==> src/rtl/pipeline_ctrl_if.sv <==
// Hazard-control bundle between the pipeline datapath (master) and pipeline_ctrl (slave).
// Carries register-address hazard inputs and the stall/flush/forwarding decisions.
interface pipeline_ctrl_if;
  logic [4:0]  id_Rs, id_Rt;
  logic        id_UsesRs, id_UsesRt, id_Jump;
  logic [4:0]  ex_Rs, ex_Rt;
  logic        ex_MemRead, ex_MulDiv;
  logic [4:0]  ex_RegWriteAddr;
  logic        ex_activeBranch;
  logic        ex_mem_RegWrite, mem_wb_RegWrite;
  logic [4:0]  ex_mem_RegWriteAddr, mem_wb_RegWriteAddr;

  logic        pc_hold;
  logic [1:0]  if_id_regOption, id_ex_regOption, ex_mem_regOption;
  logic [1:0]  forwardA, forwardB;
  logic        muldiv_start;
  logic [31:0] stall_cycles, flush_count;

  modport master (
    output id_Rs, id_Rt, id_UsesRs, id_UsesRt, id_Jump,
           ex_Rs, ex_Rt, ex_MemRead, ex_MulDiv, ex_RegWriteAddr, ex_activeBranch,
           ex_mem_RegWrite, mem_wb_RegWrite, ex_mem_RegWriteAddr, mem_wb_RegWriteAddr,
    input  pc_hold, if_id_regOption, id_ex_regOption, ex_mem_regOption,
           forwardA, forwardB, muldiv_start, stall_cycles, flush_count
  );

  modport slave (
    input  id_Rs, id_Rt, id_UsesRs, id_UsesRt, id_Jump,
           ex_Rs, ex_Rt, ex_MemRead, ex_MulDiv, ex_RegWriteAddr, ex_activeBranch,
           ex_mem_RegWrite, mem_wb_RegWrite, ex_mem_RegWriteAddr, mem_wb_RegWriteAddr,
    output pc_hold, if_id_regOption, id_ex_regOption, ex_mem_regOption,
           forwardA, forwardB, muldiv_start, stall_cycles, flush_count
  );
endinterface

==> src/rtl/pipeline_ctrl.sv <==
// Five-stage pipeline hazard unit: operand forwarding, load-use stall, branch/jump flush,
// multi-cycle mul/div hold sequencing and saturating stall/flush performance counters.
module pipeline_ctrl #(
  parameter int unsigned MULDIV_LAT = 32  // legal 2..255
) (
  input  logic           clk,
  input  logic           reset,
  pipeline_ctrl_if.slave bus
);

  typedef enum logic [1:0] {RUN = 2'd0, MD_WAIT = 2'd1, MD_DONE = 2'd2} state_t;

  localparam logic [1:0] OPT_UPDATE = 2'b00;
  localparam logic [1:0] OPT_BUBBLE = 2'b01;
  localparam logic [1:0] OPT_HOLD   = 2'b10;
  localparam logic [7:0] CNT_LOAD   = 8'(MULDIV_LAT - 1);

  state_t      state;
  logic [7:0]  cnt;
  logic [31:0] stallCycles, flushCount;

  logic        loadUse, branchFlush;
  logic        pcHold, mdStart;
  logic [1:0]  ifIdOpt, idExOpt, exMemOpt;
  logic [1:0]  fwdA, fwdB;

  function automatic logic [1:0] fwdSel(
    input logic       exmWrite, input logic [4:0] exmAddr,
    input logic       mwWrite,  input logic [4:0] mwAddr,
    input logic [4:0] src
  );
    if (exmWrite && exmAddr != 5'd0 && exmAddr == src) return 2'b10;
    if (mwWrite  && mwAddr  != 5'd0 && mwAddr  == src) return 2'b01;
    return 2'b00;
  endfunction

  always_comb begin
    fwdA = 2'b00;
    fwdB = 2'b00;
    if (!reset) begin
      fwdA = fwdSel(bus.ex_mem_RegWrite, bus.ex_mem_RegWriteAddr,
                    bus.mem_wb_RegWrite, bus.mem_wb_RegWriteAddr, bus.ex_Rs);
      fwdB = fwdSel(bus.ex_mem_RegWrite, bus.ex_mem_RegWriteAddr,
                    bus.mem_wb_RegWrite, bus.mem_wb_RegWriteAddr, bus.ex_Rt);
    end
  end

  assign loadUse = bus.ex_MemRead && (bus.ex_RegWriteAddr != 5'd0) &&
                   ((bus.id_UsesRs && bus.id_Rs == bus.ex_RegWriteAddr) ||
                    (bus.id_UsesRt && bus.id_Rt == bus.ex_RegWriteAddr));

  // Decisions depend on this cycle's EX/ID contents, so they are decoded
  // combinationally from the registered state.
  always_comb begin
    // NOTE: every output gets a default before the case so no path leaves it
    // unassigned; otherwise synthesis infers a latch.
    pcHold      = 1'b0;
    ifIdOpt     = OPT_UPDATE;
    idExOpt     = OPT_UPDATE;
    exMemOpt    = OPT_UPDATE;
    mdStart     = 1'b0;
    branchFlush = 1'b0;
    if (reset) begin
      pcHold   = 1'b1;
      ifIdOpt  = OPT_BUBBLE;
      idExOpt  = OPT_BUBBLE;
      exMemOpt = OPT_BUBBLE;
    end else begin
      unique case (state)
        RUN: begin
          if (bus.ex_activeBranch) begin
            ifIdOpt     = OPT_BUBBLE;
            idExOpt     = OPT_BUBBLE;
            branchFlush = 1'b1;
          end else if (bus.ex_MulDiv) begin
            mdStart  = 1'b1;
            pcHold   = 1'b1;
            ifIdOpt  = OPT_HOLD;
            idExOpt  = OPT_HOLD;
            exMemOpt = OPT_BUBBLE;
          end else if (loadUse) begin
            pcHold  = 1'b1;
            ifIdOpt = OPT_HOLD;
            idExOpt = OPT_BUBBLE;
          end else if (bus.id_Jump) begin
            ifIdOpt = OPT_BUBBLE;
          end
        end
        MD_WAIT: begin
          pcHold   = 1'b1;
          ifIdOpt  = OPT_HOLD;
          idExOpt  = OPT_HOLD;
          exMemOpt = OPT_BUBBLE;
        end
        default: ;  // MD_DONE releases the pipeline for one cycle so the op is not re-issued
      endcase
    end
  end

  always_ff @(posedge clk) begin
    // NOTE: state registers use non-blocking assignments so every flop samples
    // pre-edge values regardless of statement order.
    if (reset) begin
      state       <= RUN;
      cnt         <= 8'd0;
      stallCycles <= 32'd0;
      flushCount  <= 32'd0;
    end else begin
      unique case (state)
        RUN: begin
          if (!bus.ex_activeBranch && bus.ex_MulDiv) begin
            state <= MD_WAIT;
            cnt   <= CNT_LOAD;
          end
        end
        MD_WAIT: begin
          cnt <= cnt - 8'd1;
          if (cnt == 8'd1) state <= MD_DONE;
        end
        default: state <= RUN;
      endcase
      if (pcHold && stallCycles != 32'hFFFF_FFFF) stallCycles <= stallCycles + 32'd1;
      if (branchFlush && flushCount != 32'hFFFF_FFFF) flushCount <= flushCount + 32'd1;
    end
  end

  assign bus.pc_hold          = pcHold;
  assign bus.if_id_regOption  = ifIdOpt;
  assign bus.id_ex_regOption  = idExOpt;
  assign bus.ex_mem_regOption = exMemOpt;
  assign bus.forwardA         = fwdA;
  assign bus.forwardB         = fwdB;
  assign bus.muldiv_start     = mdStart;
  assign bus.stall_cycles     = stallCycles;
  assign bus.flush_count      = flushCount;

endmodule

==> src/flat_wrapper.sv <==
// flat-port wrapper written by rule: the top's interface ports become plain ports
module pipeline_ctrl_flat 
#(
  parameter int unsigned MULDIV_LAT = 32                 
)
  (clk, reset, bus_id_Rs, bus_id_Rt, bus_id_UsesRs, bus_id_UsesRt, bus_id_Jump, bus_ex_Rs, bus_ex_Rt, bus_ex_MemRead, bus_ex_MulDiv, bus_ex_RegWriteAddr, bus_ex_activeBranch, bus_ex_mem_RegWrite, bus_mem_wb_RegWrite, bus_ex_mem_RegWriteAddr, bus_mem_wb_RegWriteAddr, bus_pc_hold, bus_if_id_regOption, bus_id_ex_regOption, bus_ex_mem_regOption, bus_forwardA, bus_forwardB, bus_muldiv_start, bus_stall_cycles, bus_flush_count);
  pipeline_ctrl_if bus_i ();
  input  logic clk;
  input  logic reset;
  input wire logic [$bits(bus_i.id_Rs)-1:0] bus_id_Rs;
  input wire logic [$bits(bus_i.id_Rt)-1:0] bus_id_Rt;
  input wire logic [$bits(bus_i.id_UsesRs)-1:0] bus_id_UsesRs;
  input wire logic [$bits(bus_i.id_UsesRt)-1:0] bus_id_UsesRt;
  input wire logic [$bits(bus_i.id_Jump)-1:0] bus_id_Jump;
  input wire logic [$bits(bus_i.ex_Rs)-1:0] bus_ex_Rs;
  input wire logic [$bits(bus_i.ex_Rt)-1:0] bus_ex_Rt;
  input wire logic [$bits(bus_i.ex_MemRead)-1:0] bus_ex_MemRead;
  input wire logic [$bits(bus_i.ex_MulDiv)-1:0] bus_ex_MulDiv;
  input wire logic [$bits(bus_i.ex_RegWriteAddr)-1:0] bus_ex_RegWriteAddr;
  input wire logic [$bits(bus_i.ex_activeBranch)-1:0] bus_ex_activeBranch;
  input wire logic [$bits(bus_i.ex_mem_RegWrite)-1:0] bus_ex_mem_RegWrite;
  input wire logic [$bits(bus_i.mem_wb_RegWrite)-1:0] bus_mem_wb_RegWrite;
  input wire logic [$bits(bus_i.ex_mem_RegWriteAddr)-1:0] bus_ex_mem_RegWriteAddr;
  input wire logic [$bits(bus_i.mem_wb_RegWriteAddr)-1:0] bus_mem_wb_RegWriteAddr;
  output wire logic [$bits(bus_i.pc_hold)-1:0] bus_pc_hold;
  output wire logic [$bits(bus_i.if_id_regOption)-1:0] bus_if_id_regOption;
  output wire logic [$bits(bus_i.id_ex_regOption)-1:0] bus_id_ex_regOption;
  output wire logic [$bits(bus_i.ex_mem_regOption)-1:0] bus_ex_mem_regOption;
  output wire logic [$bits(bus_i.forwardA)-1:0] bus_forwardA;
  output wire logic [$bits(bus_i.forwardB)-1:0] bus_forwardB;
  output wire logic [$bits(bus_i.muldiv_start)-1:0] bus_muldiv_start;
  output wire logic [$bits(bus_i.stall_cycles)-1:0] bus_stall_cycles;
  output wire logic [$bits(bus_i.flush_count)-1:0] bus_flush_count;
  assign bus_i.id_Rs = bus_id_Rs;
  assign bus_i.id_Rt = bus_id_Rt;
  assign bus_i.id_UsesRs = bus_id_UsesRs;
  assign bus_i.id_UsesRt = bus_id_UsesRt;
  assign bus_i.id_Jump = bus_id_Jump;
  assign bus_i.ex_Rs = bus_ex_Rs;
  assign bus_i.ex_Rt = bus_ex_Rt;
  assign bus_i.ex_MemRead = bus_ex_MemRead;
  assign bus_i.ex_MulDiv = bus_ex_MulDiv;
  assign bus_i.ex_RegWriteAddr = bus_ex_RegWriteAddr;
  assign bus_i.ex_activeBranch = bus_ex_activeBranch;
  assign bus_i.ex_mem_RegWrite = bus_ex_mem_RegWrite;
  assign bus_i.mem_wb_RegWrite = bus_mem_wb_RegWrite;
  assign bus_i.ex_mem_RegWriteAddr = bus_ex_mem_RegWriteAddr;
  assign bus_i.mem_wb_RegWriteAddr = bus_mem_wb_RegWriteAddr;
  assign bus_pc_hold = bus_i.pc_hold;
  assign bus_if_id_regOption = bus_i.if_id_regOption;
  assign bus_id_ex_regOption = bus_i.id_ex_regOption;
  assign bus_ex_mem_regOption = bus_i.ex_mem_regOption;
  assign bus_forwardA = bus_i.forwardA;
  assign bus_forwardB = bus_i.forwardB;
  assign bus_muldiv_start = bus_i.muldiv_start;
  assign bus_stall_cycles = bus_i.stall_cycles;
  assign bus_flush_count = bus_i.flush_count;
  pipeline_ctrl #(.MULDIV_LAT(MULDIV_LAT)) u_core (.clk(clk), .reset(reset), .bus(bus_i));
endmodule
==> config.mk <==
export PLATFORM = sky130hd
export DESIGN_NAME = pipeline_ctrl_flat
export DESIGN_NICKNAME = d
export VERILOG_FILES = /design/src/rtl/pipeline_ctrl_if.sv /design/src/rtl/pipeline_ctrl.sv /design/src/flat_wrapper.sv
export SDC_FILE = /design/constraint.sdc
export NUM_CORES = 1
export LEC_CHECK = 0
export ABC_AREA = 1
export CAP_MARGIN = 20
export CELL_PAD_IN_SITES_DETAIL_PLACEMENT = 1
export CELL_PAD_IN_SITES_GLOBAL_PLACEMENT = 1
export CORE_MARGIN = 2
export CORE_UTILIZATION = 31
export DETAILED_ROUTE_END_ITERATION = 10
export GPL_ROUTABILITY_DRIVEN = 0
export HOLD_SLACK_MARGIN = 0.08
export PLACE_DENSITY = 0.74
export SKIP_CTS_REPAIR_TIMING = 1
export SLEW_MARGIN = 25
export SYNTH_ARGS = -nofsm -noshare
export SYNTH_HDL_FRONTEND = slang
export SYNTH_SLANG_ARGS = --single-unit
==> constraint.sdc <==
create_clock -name clk -period 2.1 [get_ports clk]
set_input_delay 0.63 -clock clk [delete_from_list [all_inputs] [get_ports clk]]
set_output_delay 0.63 -clock clk [all_outputs]
set_load 0.1 [all_outputs]
==> results of run 1 <==
-- critical path, delay by kind of cell --
family          cells  cell delay [ps]
buf+inv             4              630
simple gates        3              470
compound gates      1              320
-- power by group through the flow --
stage                     sequential [mW]  combinational, mW  clock [mW]
after floorplan                      1.55              0.385           0
after global placement               1.50              0.764           0
after detailed placement             1.50              0.793           0
after CTS                            1.47              0.797        1.68
after global routing                 1.47              0.923        1.75
final                                1.47              0.869        1.65
-- flip-flops by register name, summed over array words and instances, names as in the netlist --
name,count
u_core.bus.flush_count,32
u_core.bus.stall_cycles,32
u_core.cnt,8
u_core.state,2
-- cells in the mapped netlist, types with 2 or more instances --
master / count
nand3_1: 55
xnor2_1: 22
o41ai_1: 2
nand4_1: 14
nor4_1: 10
or2_2: 5
a21oi_1: 62
nand2_2: 3
a31oi_1: 2
nand2_1: 229
nor3_1: 35
xor2_1: 50
o21ai_0: 12
nor2_2: 2
nor2_1: 83
clkbuf_1: 15
ha_1: 4
inv_2: 2
nor3b_1: 4
dfxtp_1: 74
buf_2: 7
nand3b_1: 2
inv_1: 65
buf_4: 4
-- routing by layer --
layer | share of wire, % | vias up
met5 | 0 | -
met4 | 3.7 | 0
met3 | 3.7 | 51
met2 | 53 | 144
met1 | 39 | 2835
li1 | - | 2824
-- final timing paths --
check,depth (start not counted),to,slack (ps),startpoint
setup reg to reg,10,u_core.bus.stall_cycles[8],100,u_core.bus.stall_cycles[16]
hold / removal,2,u_core.cnt[2],500,u_core.cnt[2]
hold reg to reg,2,u_core.cnt[2],500,u_core.cnt[2]
setup / recovery,8,bus_forwardB[0],-590,bus_ex_mem_RegWriteAddr[4]
-- kinds of logic (layout without fill, tap and decap cells) --
kind of cell               Yosys count  in the layout  synth area share, %
DFF                                 74             74                 30.4
adders and majority gates            4              4                 1.03
and+or+nand+nor                    447            447                 39.5
buffers and inverters               93            266                 7.64
xor gates and xnor gates            72             72                 12.9
other                                1              1               0.0768
AOI/OAI and AO/OA                   80             80                 8.54
-- area by class of cell --
class                      count  area share, %
multi-input combinational    604           40.6
timing repair buffer         183           30.1
sequential                    74           18.8
inverter                      67           3.59
clock buffer                  12           3.22
tap                          211           3.17
clock inverter                 4          0.571
-- through the flow --
step	cell area [um^2]	std cells	total power, mW	hold WS (ps)
after CTS	7980	1142	3.95	476
final	8320	1155	3.99	496
after global routing	8320	1155	4.14	513
after floorplan	5180	771	1.94	444
after global placement	7660	1126	2.26	455
after detailed placement	7660	1126	2.29	467
==> run metrics, run 1 <==
status=finished, violations left; failing checks=negative setup slack; Max Freq=372 MHz; clock latency on the worst-skew pair=350 ps; Clk pwr share=41.4%; wire per inst=17.6 um; layout filler cell count=1,891; vias in the first global route=6,098; worst path required time=1470 ps; Period minus WS final=2690 ps; Synth Net Count=820; Synth top area share=30.4%; Crit Path Max Fanout=2; Horiz. Die Dim=129 um; top post-synthesis cells by area=dfxtp_1 30%, nand2_1 18%, xor2_1 9.0%; total congestion overflow=0; RSZ-0062 raised after global routing=true; met3 usage=4.67%; Syn Inst Count=771; multi-input logic area=3380 um^2; crit end category=primary output; met1 Use GR=25.5%; Synth Cell Area=4880 um^2; CP max stage delay=320 ps; H-Tree Depth=3; Post-DRT Antenna Nets=0; slowest CP cell=o41ai_4; most common cell after layout, fill and taps aside=nand2_1; crit path cell chain=buf_6 -> or2_4 -> o41ai_4 -> buf_4 -> nor4_4 -> buf_4 -> nor3_4 -> buf_12; Final Routed Wirelength=20.3 mm; combinational power share=21.8%; clk root buf=clkbuf_16; layout cells sized above 1=33.3%; Via density=5.07; Total Routing Usage GR=22.9%; CTS clk-pin slew, worst paths=60 ps; register bit total from synthesis=74; crit path DAT=2060 ps; Iteration-0 DRC Markers=238; clock skew=7.58 ps; worst-margin pin slew=510 ps; cell mode on critical path=buf_4; DRC violations left=0; Worst Hold Class=register to register; CP startpoint kind=primary input; Port Buffers=119; Clock Path Buffers=2; Inserted Clock Buffers=9; Finished Core Util=54.3%; met2 usage=41.5%; Int Pwr=2.79 mW; DRT Pass-1 Iters=4; setup TNS=-3280 ps; max-cap violations=0; die area=16,800 um^2; register area share after synthesis=30.4%; via count=5,854; DP Worst Slack=-881 ps; period utilisation layout=128%; asr flop ratio synth=0%; EDFF count, synth=0; power density over the cells=479 nW/um^2; # IOs=121; static leakage=3.43 nW; initial antenna violation count=0; Psw=1.20 mW; Most used DFF post-synth=dfxtp_1; Final Max Slew Viols=0; Hold Vio Cnt, Final=0; clk sinks=74; global-route wire length before repair=30.5 mm; Storage cell area=1570 um^2; Initial Utilization=31.9%; Flop pwr share=36.8%; n_diodes=0; CP Class=primary input to primary output; row cnt=45; Yosys top cell by area=dfxtp_1; core area=15,300 um^2; fin nets=988; Worst IR Drop VDD=0.000374 V; Layout Area Growth over Synthesis=70.5%; Setup-failing EPs final=8; commonest cells after routing, fill and taps aside=214 x nand2_1, 78 x buf_12, 69 x nor2_1; Post-DP HPWL=15.0 mm; Sw Share=30.0%; Synth warnings=0; CTS tree=done; Die Span Y=129 um; Most Crowded Layer GR=met2; Relative slew margins=65.7%; Avg Cell Area, Syn=6.33 um^2; Setup WS post-layout=-586 ps; Distinct cells, synth=32; largest net degree at the start of global routing=37
Power figures use the tool's default switching activity.
==> run 2, diff against run 1 <==
--- a/config.mk
+++ b/config.mk
@@ -14,7 +14,7 @@
 export DETAILED_ROUTE_END_ITERATION = 10
 export GPL_ROUTABILITY_DRIVEN = 0
 export HOLD_SLACK_MARGIN = 0.08
-export PLACE_DENSITY = 0.74
+export PLACE_DENSITY_LB_ADDON = 0.1
 export SKIP_CTS_REPAIR_TIMING = 1
 export SLEW_MARGIN = 25
 export SYNTH_ARGS = -nofsm -noshare
==> run metrics, run 2 (synthesis gave the netlist of run 1 again) <==
worst path required time=1470 ps; Psw=1.15 mW; core area=15,300 um^2; hold endpoint=u_core.cnt[2]; wire per inst=16.4 um; FF-to-FF setup slack=70 ps; crit path cell chain=dlymetal6s2s_1 -> xnor2_2 -> nand3_1 -> nor4_2 -> nand2_2 -> nor3_4 -> buf_12; Max Freq=385 MHz; Period minus WS final=2590 ps; Clock Path Buffers=2; Iteration-0 DRC Markers=198; Via density=5.01; Worst Hold Class=register to register; Layout Area Growth over Synthesis=69.0%; Int Pwr=2.67 mW; CP max stage delay=300 ps; Worst IR Drop VDD=0.000339 V; layout filler cell count=1,892; Setup-failing EPs final=8; slowest CP cell=nor4_2; status=finished, violations left; Post-DP HPWL=14.5 mm; n_diodes=0; layout cells sized above 1=33.7%; Clk pwr share=39.5%; clk root buf=clkbuf_16; Setup WS post-layout=-494 ps; # IOs=121; Final Routed Wirelength=19.0 mm; power density over the cells=463 nW/um^2; most common cell after layout, fill and taps aside=nand2_1; Post-DRT Antenna Nets=0; Hold Vio Cnt, Final=0; Horiz. Die Dim=129 um; row cnt=45; r2r endpoint=u_core.bus.stall_cycles[8]; static leakage=3.35 nW; crit end category=primary output; largest net degree at the start of global routing=41; via count=5,782; failing checks=negative setup slack; die area=16,800 um^2; combinational power share=22.0%; Initial Utilization=31.9%; hold wc startpoint=u_core.cnt[2]; Crit Path Max Fanout=3; DRT Pass-1 Iters=6; vias in the first global route=6,324; clk sinks=74; worst reg2reg path depth=12; Sw Share=30.0%; total congestion overflow=0; CTS clk-pin slew, worst paths=60 ps; fin nets=986; period utilisation layout=124%; Inserted Clock Buffers=9; DRC violations left=0; CP startpoint kind=primary input; DP Worst Slack=-851 ps; R2R Path Start=u_core.bus.stall_cycles[1]; CTS tree=done; max-cap violations=0; CP Class=primary input to primary output; commonest cells after routing, fill and taps aside=212 x nand2_1, 78 x buf_12, 71 x nor2_1; initial antenna violation count=0; clock latency on the worst-skew pair=340 ps; RSZ-0062 raised after global routing=true; Final Max Slew Viols=0; global-route wire length before repair=30.1 mm; clock skew=9.20 ps; Worst Hold Margin=474 ps; Hold Path Depth=2; Port Buffers=119; Total Routing Usage GR=22.3%; crit path DAT=1960 ps; Die Span Y=129 um; H-Tree Depth=3; Flop pwr share=38.5%
## run 2: final cells by class
| class | instances | area (um^2) | share of cell area, % |
|---|---|---|---|
| clock buffers | 15 | 278 | 3.37 |
| clock inverters | 1 | 8.76 | 0.106 |
| inverters | 67 | 299 | 3.63 |
| multi-input cells | 604 | 3380 | 40.9 |
| flip-flops and latches | 74 | 1570 | 19.0 |
| well taps | 211 | 264 | 3.20 |
| repair buffers | 181 | 2460 | 29.8 |
## run 2: worst max path at each step
stage               depth (start not counted)                      to                       start  slack, ps
floorplan                                   4         bus_forwardB[0]  bus_ex_mem_RegWriteAddr[3]       -590
global placement                           12  bus_if_id_regOption[1]      bus_ex_RegWriteAddr[3]       -800
detailed placement                          7         bus_forwardB[0]  bus_ex_mem_RegWriteAddr[3]       -850
CTS                                        13  bus_if_id_regOption[1]      bus_ex_RegWriteAddr[2]       -860
global route                                7         bus_forwardB[0]  bus_mem_wb_RegWriteAddr[2]       -560
finish                                      7         bus_forwardB[0]  bus_mem_wb_RegWriteAddr[2]       -490
## run 2: power groups by stage
stage               sequential, mW  combinational [mW]  clock [mW]
finish                        1.47               0.842        1.51
detailed placement            1.50               0.783           0
floorplan                     1.55               0.385           0
global placement              1.50               0.755           0
global route                  1.47               0.904        1.59
CTS                           1.47               0.787        1.53
## run 2: critical path: cells and delay by family
kind,cells,cell delay [ps]
xor+xnor,1,180
buf+inv,2,390
simple gates,4,770
## run 2: routing by layer
metal / part of all wire [%] / up-vias / wire length, um / track usage, %
met4: 2.5 / 0 / 477 / 8.10
met3: 2.8 / 40 / 531 / 3.30
met1: 41 / 2800 / 7800 / 24.9
met2: 54 / 122 / 10200 / 42.8
li1: - / 2820 / - / -
met5: 0 / - / 0 / 0
## run 2: metrics by stage
stage / area [um^2] / setup TNS (ps) / total power [mW] / std cells / utilization (%)
final: 8250 / -2750 / 3.82 / 1153 / 53.9
after global routing: 8250 / -4830 / 3.97 / 1153 / 53.9
after CTS: 7960 / -19230 / 3.79 / 1145 / 52.0
after detailed placement: 7670 / -36870 / 2.29 / 1129 / 50.1
after global placement: 7670 / -32960 / 2.26 / 1129 / 50.1
after floorplan: 5180 / -2370 / 1.94 / 771 / -
